### config.mk
export PLATFORM = sky130hd
export DESIGN_NAME = inst_fetch_ctrl
export DESIGN_NICKNAME = d
export VERILOG_FILES = /design/src/rtl/inst_fetch_ctrl_pkg.sv /design/src/rtl/inst_fetch_ctrl.sv
export SDC_FILE = /design/constraint.sdc
export NUM_CORES = 1
export LEC_CHECK = 0
export CORE_MARGIN = 4
export CORE_UTILIZATION = 57
export DETAILED_ROUTE_END_ITERATION = 6
export DONT_BUFFER_PORTS = 1
export HOLD_SLACK_MARGIN = 0.06
export PLACE_DENSITY = 0.77
export SLEW_MARGIN = 15
export SYNTH_ARGS = -nofsm -noshare
export SYNTH_HDL_FRONTEND = slang
export SYNTH_SLANG_ARGS = --single-unit
### constraint.sdc
create_clock -name clk -period 1.6 [get_ports clk]
set_input_delay 0.16 -clock clk [delete_from_list [all_inputs] [get_ports clk]]
set_output_delay 0.16 -clock clk [all_outputs]
set_load 0.005 [all_outputs]
### src/rtl/inst_fetch_ctrl_pkg.sv
// Shared definitions for the instruction-fetch controller: state encoding,
// bubble instruction and alignment mask.
package inst_fetch_ctrl_pkg;

  typedef enum logic [1:0] {
    S_REQ  = 2'd0,
    S_WAIT = 2'd1,
    S_FULL = 2'd2,
    S_DROP = 2'd3
  } fetch_state_e;

  localparam logic [31:0] NOP_INST   = 32'h0000_0000;
  localparam logic [1:0]  ALIGN_MASK = 2'b11;

endpackage

### src/rtl/inst_fetch_ctrl.sv
// Instruction-fetch controller: issues the current PC on the instruction bus,
// holds the returned word in a one-entry IF/ID buffer and gates PC advance.
//
// state  | meaning
// -------+------------------------------------------------------------
// S_REQ  | requesting pc_i on the bus (or trapping a misaligned pc_i)
// S_WAIT | request accepted, waiting for read data
// S_DROP | flushed while waiting; swallow the stale response
// S_FULL | buffer holds an instruction (or fetch error) for decode
module inst_fetch_ctrl
  import inst_fetch_ctrl_pkg::*;
#(
  parameter int WIDTH = 32
) (
  input  logic             clk,
  input  logic             rst,
  input  logic [WIDTH-1:0] pc_i,
  input  logic             flush_i,
  input  logic             id_stall_i,
  output logic             inst_req,
  output logic [WIDTH-1:0] inst_addr,
  input  logic             inst_addr_ok,
  input  logic             inst_data_ok,
  input  logic [WIDTH-1:0] inst_rdata,
  output logic             pc_en_o,
  output logic             if_valid_o,
  output logic [WIDTH-1:0] if_pc_o,
  output logic [WIDTH-1:0] if_inst_o,
  output logic             if_adel_o
);

  fetch_state_e     state_q, state_d;
  logic [WIDTH-1:0] req_pc_q, req_pc_d;
  logic [WIDTH-1:0] buf_pc_q, buf_pc_d;
  logic [WIDTH-1:0] buf_inst_q, buf_inst_d;
  logic             buf_adel_q, buf_adel_d;
  logic             pc_misaligned;

  assign pc_misaligned = (pc_i[1:0] & ALIGN_MASK) != 2'b00;

  assign inst_addr  = pc_i;
  assign inst_req   = (state_q == S_REQ) & ~flush_i & ~rst & ~pc_misaligned;
  assign pc_en_o    = (state_q == S_FULL) & ~id_stall_i & ~flush_i & ~rst;
  assign if_valid_o = (state_q == S_FULL);
  assign if_pc_o    = buf_pc_q;
  assign if_inst_o  = buf_inst_q;
  assign if_adel_o  = buf_adel_q;

  always_ff @(posedge clk) begin
    if (rst) begin
      state_q    <= S_REQ;
      req_pc_q   <= '0;
      buf_pc_q   <= '0;
      buf_inst_q <= '0;
      buf_adel_q <= 1'b0;
    end else begin
      state_q    <= state_d;
      req_pc_q   <= req_pc_d;
      buf_pc_q   <= buf_pc_d;
      buf_inst_q <= buf_inst_d;
      buf_adel_q <= buf_adel_d;
    end
  end

  always_comb begin
    state_d    = state_q;
    req_pc_d   = req_pc_q;
    buf_pc_d   = buf_pc_q;
    buf_inst_d = buf_inst_q;
    buf_adel_d = buf_adel_q;

    unique case (state_q)
      S_REQ: begin
        // A misaligned PC never reaches the bus; it becomes an error entry.
        if (!flush_i) begin
          if (pc_misaligned) begin
            buf_pc_d   = pc_i;
            buf_inst_d = WIDTH'(NOP_INST);
            buf_adel_d = 1'b1;
            state_d    = S_FULL;
          end else if (inst_req && inst_addr_ok) begin
            req_pc_d = pc_i;
            state_d  = S_WAIT;
          end
        end
      end
      S_WAIT: begin
        if (inst_data_ok) begin
          if (flush_i) begin
            state_d = S_REQ;
          end else begin
            buf_pc_d   = req_pc_q;
            buf_inst_d = inst_rdata;
            buf_adel_d = 1'b0;
            state_d    = S_FULL;
          end
        end else if (flush_i) begin
          state_d = S_DROP;
        end
      end
      S_DROP: begin
        if (inst_data_ok) state_d = S_REQ;
      end
      S_FULL: begin
        if (flush_i || !id_stall_i) state_d = S_REQ;
      end
      default: state_d = S_REQ;
    endcase
  end

endmodule

# Word level (Yosys, flattened, before mapping)
# Index checks and enable logic that the tools add are counted.
# W data, S select, Z words.
[classes]
muxes = 24
n_reduce_logical = 9
eq_ne = 11
n_bitwise = 10
[op_table]
columns = ["operator", "n"]
rows = [
  ["$mux W32", 8],
  ["$pmux W32 S2", 2],
  ["$mux W2", 8],
  ["$ne A2 B2 Y1 const B", 5],
  ["$reduce_and A5 Y1", 2],
  ["$pmux W2 S4", 1],
  ["$and A1 B1 Y1", 6],
  ["$eq A2 B2 Y1 const B", 2],
  ["$mux W1", 4],
  ["$not A1 Y1", 4],
  ["$reduce_and A4 Y1", 1],
  ["$reduce_bool A2 Y1", 2],
  ["$ne A3 B2 Y1 const B", 1],
  ["$ne A3 B3 Y1 const B", 1],
  ["$eq A2 B1 Y1 const B", 1],
  ["$logic_not A2 Y1", 1],
  ["$ne A2 B1 Y1 const B", 1],
  ["$pmux W1 S2", 1],
  ["$logic_and A1 B1 Y1", 1],
  ["$logic_not A1 Y1", 1],
  ["$logic_or A1 B1 Y1", 1],
]
[word_totals]
reg_bits = 99
input_bits = 70

# Longest topological paths before layout
[depth]
ltp_word = 9
ltp_mapped = 7

# Worst setup path before layout
# No wires, ideal clock.
[synth_path]
path_type = "register -> register"
startpoint = "register state_q[0]"
endpoint = "register buf_pc_q[0] (netlist: if_pc_o[0])"
setup_ns = 0.146
arrival_ns = 1.482
slack_ns = -0.028
stages_incl_launch_ff = 7
cell_sequence = "dfxtp_1 > nor2b_1 > buf_6 > nor4_4 > buf_6 > buf_6 > a211oi_2"
[synth_between]
elab_chain_len = 3
[synth_rtl]
columns = ["item", "line", "source"]
rows = [
  ["from (decl)", "inst_fetch_ctrl.sv:32", "fetch_state_e state_q, state_d;"],
  ["from (signal assigned)", "inst_fetch_ctrl.sv:57", "state_q <= state_d;"],
  ["$eq A2 B1 Y1 or $logic_not A2 Y1 (tied branches)", "inst_fetch_ctrl.sv:72", "unique case (state_q)"],
  ["$ne A2 B2 Y1 (no line) or $reduce_bool A2 Y1 (tied branches)", "--", ""],
  ["$reduce_and A5 Y1 (no line)", "--", ""],
  ["to (signal assigned)", "inst_fetch_ctrl.sv:59", "buf_pc_q <= buf_pc_d;"],
  ["to (decl)", "inst_fetch_ctrl.sv:34", "logic [WIDTH-1:0] buf_pc_q, buf_pc_d;"],
]
# Parallel ways exist; a longest one is shown, timed or not.
# A chain may end at the register's enable or synchronous reset.

# Worst setup path after layout
[layout_path]
startpoint = "register state_q[1]"
endpoint = "register buf_pc_q[8] (netlist: if_pc_o[8])"
# The elaborated chain is that of the path after synthesis.

==> qor.csv <==
stage,metric,value,unit
run_status,status,"finished, violations left",
run_status,failed_checks,negative hold slack,
clock_network,cts_root_buf,clkbuf_8,
finish,fillers,577,
finish,fin_util,62.6,%
synth,synthesis.instances,485,
finish,area_delta_synth_final,5.80,%
worst_setup_path,cp.required,1.88,ns
detailed_routing,post_drt_wl_per_cell,18.4,µm
synth,muxShareOfSynthArea,7.39,%
power_and_ir_drop,swShare,28.4,%
finish,stdcell_area,0.00459,mm²
place,gp_congestion,0.765,
power_and_ir_drop,netSwitchingPower,0.00153,W
synth,syn_area,0.00434,mm²
place,io_buffers,0,
power_and_ir_drop,p_seq_share,51.1,%
clock_network,clock-sinks,99,
sta,rsz0062_at_grt,true,
synth,yosys.area_share.simple,17.2,%
synth,synthAdderAreaFrac,0,%
synth,ys_warn_count,0,
floorplanning,rows,31,
floorplanning,core_area,0.00733,mm²
place,hpwl,5.96,mm
power_and_ir_drop,p_comb_share,18.6,%
sta,timing.hold.ws,-0.136,ns
floorplanning,boundaryPins,170,
place,placed_cells,521,
worst_setup_path,arrival,1.87,ns
power_and_ir_drop,clkPwrFrac,30.3,%
synth,synth-edff-count,0,
detailed_routing,wl,10.1,mm
floorplanning,dieArea,0.00907,mm²
power_and_ir_drop,ir_drop,0.551,mV
worst_setup_path,critPathLaunchType,flop,
detailed_routing,drt_iter0_drc,110,
synth,async_flop_share,0,%
finish,fin_cells,547,
sta,fin_crit_sh,99.4,%
synth,synthesis.nets,555,
synth,synthFlopType,dfxtp_1,
sta,max_slew_margin,82.7,%
synth,ys_seq_elements,99,
detailed_routing,vias,3226,
synth,synth_compound_area_share,18.2,%
sta,slew_viol_final,0,
detailed_routing,drc,0,
worst_setup_path,crit_type,reg -> reg,
finish,drive_above_1_share,19.0,%
floorplanning,die_w,95.2,µm
clock_network,worstSkewPairLatency,0.35,ns
floorplanning,die_h,95.2,µm
global_route,grt_max_degree,101,
global_route,track_usage,21.0,%
detailed_routing,drtPass1Iterations,5,
synth,synth-seq-area-share,45.7,%
clock_network,cts_buffers,9,
clock_network,cts_tree,built,
sta,tightest_slew,0.257,ns
clock_network,clock_path_buffers,2,
sta,skew,0.0144,ns
power_and_ir_drop,leakagePower,1.69,nW
finish,diodes,0,
sta,finalSetupViolations,0,
power_and_ir_drop,power_density,1170,mW/mm²
worst_setup_path,cp_max_fo,9,
place,dpl_cell_area,0.00414,mm²
sta,fmax,629,MHz
detailed_routing,detail-route-antenna-nets,0,
synth,synth_top_family_by_area,compound AO/OA/AOI/OAI gates,
worst_setup_path,critPathCaptureType,flop,
clock_network,cts.reportedPaths.clkPinSlew,0.10,ns
synth,yosysUniqueCellTypes,29,
synth,synth_xor_area_share,0,%
power_and_ir_drop,power.internal,0.00385,W
global_route,grt.overflow.total,0,
sta,hold_viol,94,
global_route,antenna_found_initial,0,
sta,fin_crit,1.59,ns
detailed_routing,avgViaCountPerCell,5.90,
min_path,hold_path.class,in -> reg,
finish,nets,513,
synth,syn-mean-instance-area,8.94,µm²
clock_network,htreeDepth,3,
global_route,grt_pass1_wl,15.0,mm
run,cap_violations,0,
floorplanning,start_util,59.2,%
global_route,grt_pass1_vias,3147,
==> Yosys cell counts, drive strengths merged (2+ instances only) <==
cell,n,area share [%]
dfxtp,99,46
nand2,92,8.0
a21oi,63,7.3
buf,55,9.7
nor2,36,3.1
a211oi,35,9.9
nand3,33,3.8
mux2i,32,7.4
clkbuf,20,1.7
nor2b,2,0.29
nor3,2,0.23
nor3b,2,0.35
nor4,2,0.63
==> per-stage QoR <==
step / setup TNS (ns) / total power (W) / setup slack (ns)
floorplan: -0.00524 / 0.00358 / -0.00395
global placement: 0 / 0.00359 / 0.0376
detailed placement: -0.0248 / 0.00362 / -0.0248
CTS: -0.00404 / 0.00528 / -0.00235
global route: -0.939 / 0.00561 / -0.0402
finish: 0 / 0.00538 / 0.00977
==> cell usage in the layout (no fill, tap or decap), types with 2 or more instances in the layout <==
cell type,count
dfxtp_1,97
nand2_1,92
a21oi_1,57
nor2_1,36
a211oi_2,33
nand3_1,33
mux2i_1,32
clkbuf_8,10
buf_12,7
a21oi_2,6
buf_4,6
clkbuf_16,5
clkinv_2,3
buf_6,3
nor4_4,2
nor3b_1,2
a211oi_1,2
==> sequential cells by signal, summed over array words and instances (netlist names) <==
name / cells
if_pc_o: 32
if_inst_o: 32
if_adel_o: 1
state_q: 2
req_pc_q: 32
==> worst max-delay path, cell delays in order (launching register included) <==
cell and delay [ns]:
dfxtp_4 0.38, buf_12 0.13, nor4_4 0.29, buf_4 0.19, buf_6 0.13, clkbuf_16 0.15, nor2_1 0.05, a211oi_2 0.19
==> final cells by class <==
cell class	instances	area, µm²	area share (%)
sequential	99	1990	43.3
multi-input combinational	310	1910	41.7
timing repair buffer	22	359	7.83
clock buffer	10	138	3.00
tap	99	124	2.70
clock inverter	6	62.6	1.36
inverter	1	3.75	0.0818
==> path summary, 6_finish.rpt <==
path                            slack (ns)       endpoint  cells after the start         start
worst min register to register        0.46   req_pc_q[21]                      2  req_pc_q[21]
worst min-delay path                 -0.14  if_inst_o[18]                      1           rst
worst max register to register        0.01     if_pc_o[8]                      7    state_q[1]
worst max-delay path                  0.01     if_pc_o[8]                      7    state_q[1]
==> power by group through the flow <==
stage	logic (W)	clock network [W]	registers, W
detailed placement	0.000824	0	0.00280
floorplan	0.000825	0	0.00276
global route	0.00108	0.00177	0.00277
CTS	0.000878	0.00166	0.00274
global placement	0.000790	0	0.00280
finish	0.00100	0.00163	0.00275
==> metal layers <==
metal  part of all wire (%)  global-route usage (%)  vias up  wire (µm)
met3                    9.5                    7.18       14        953
met2                     48                    34.7      132       4850
met1                     41                    24.7     1544       4110
met4                    1.5                    8.77        0        152
met5                      0                       0        -          0
li1                       -                       -     1536          -
==> what timing repair did <==
item | 4_1_cts | 5_1_grt
pin swaps | 2 | 9
endpoints found under the setup margin | 12 | 97
cloned | 1 | 5
gates resized for setup | 3 | 17
hold endpoints to repair | 99 | 99
buffers inserted | 2 | 2
==> cells by family after synthesis <==
| group | Yosys count |
|---|---|
| AOI/OAI and AO/OA | 104 |
| buffers and inverters | 76 |
| DFF | 99 |
| muxes | 32 |
| and+or+nand+nor | 174 |
No activity file was read; power rests on OpenSTA's default activity.
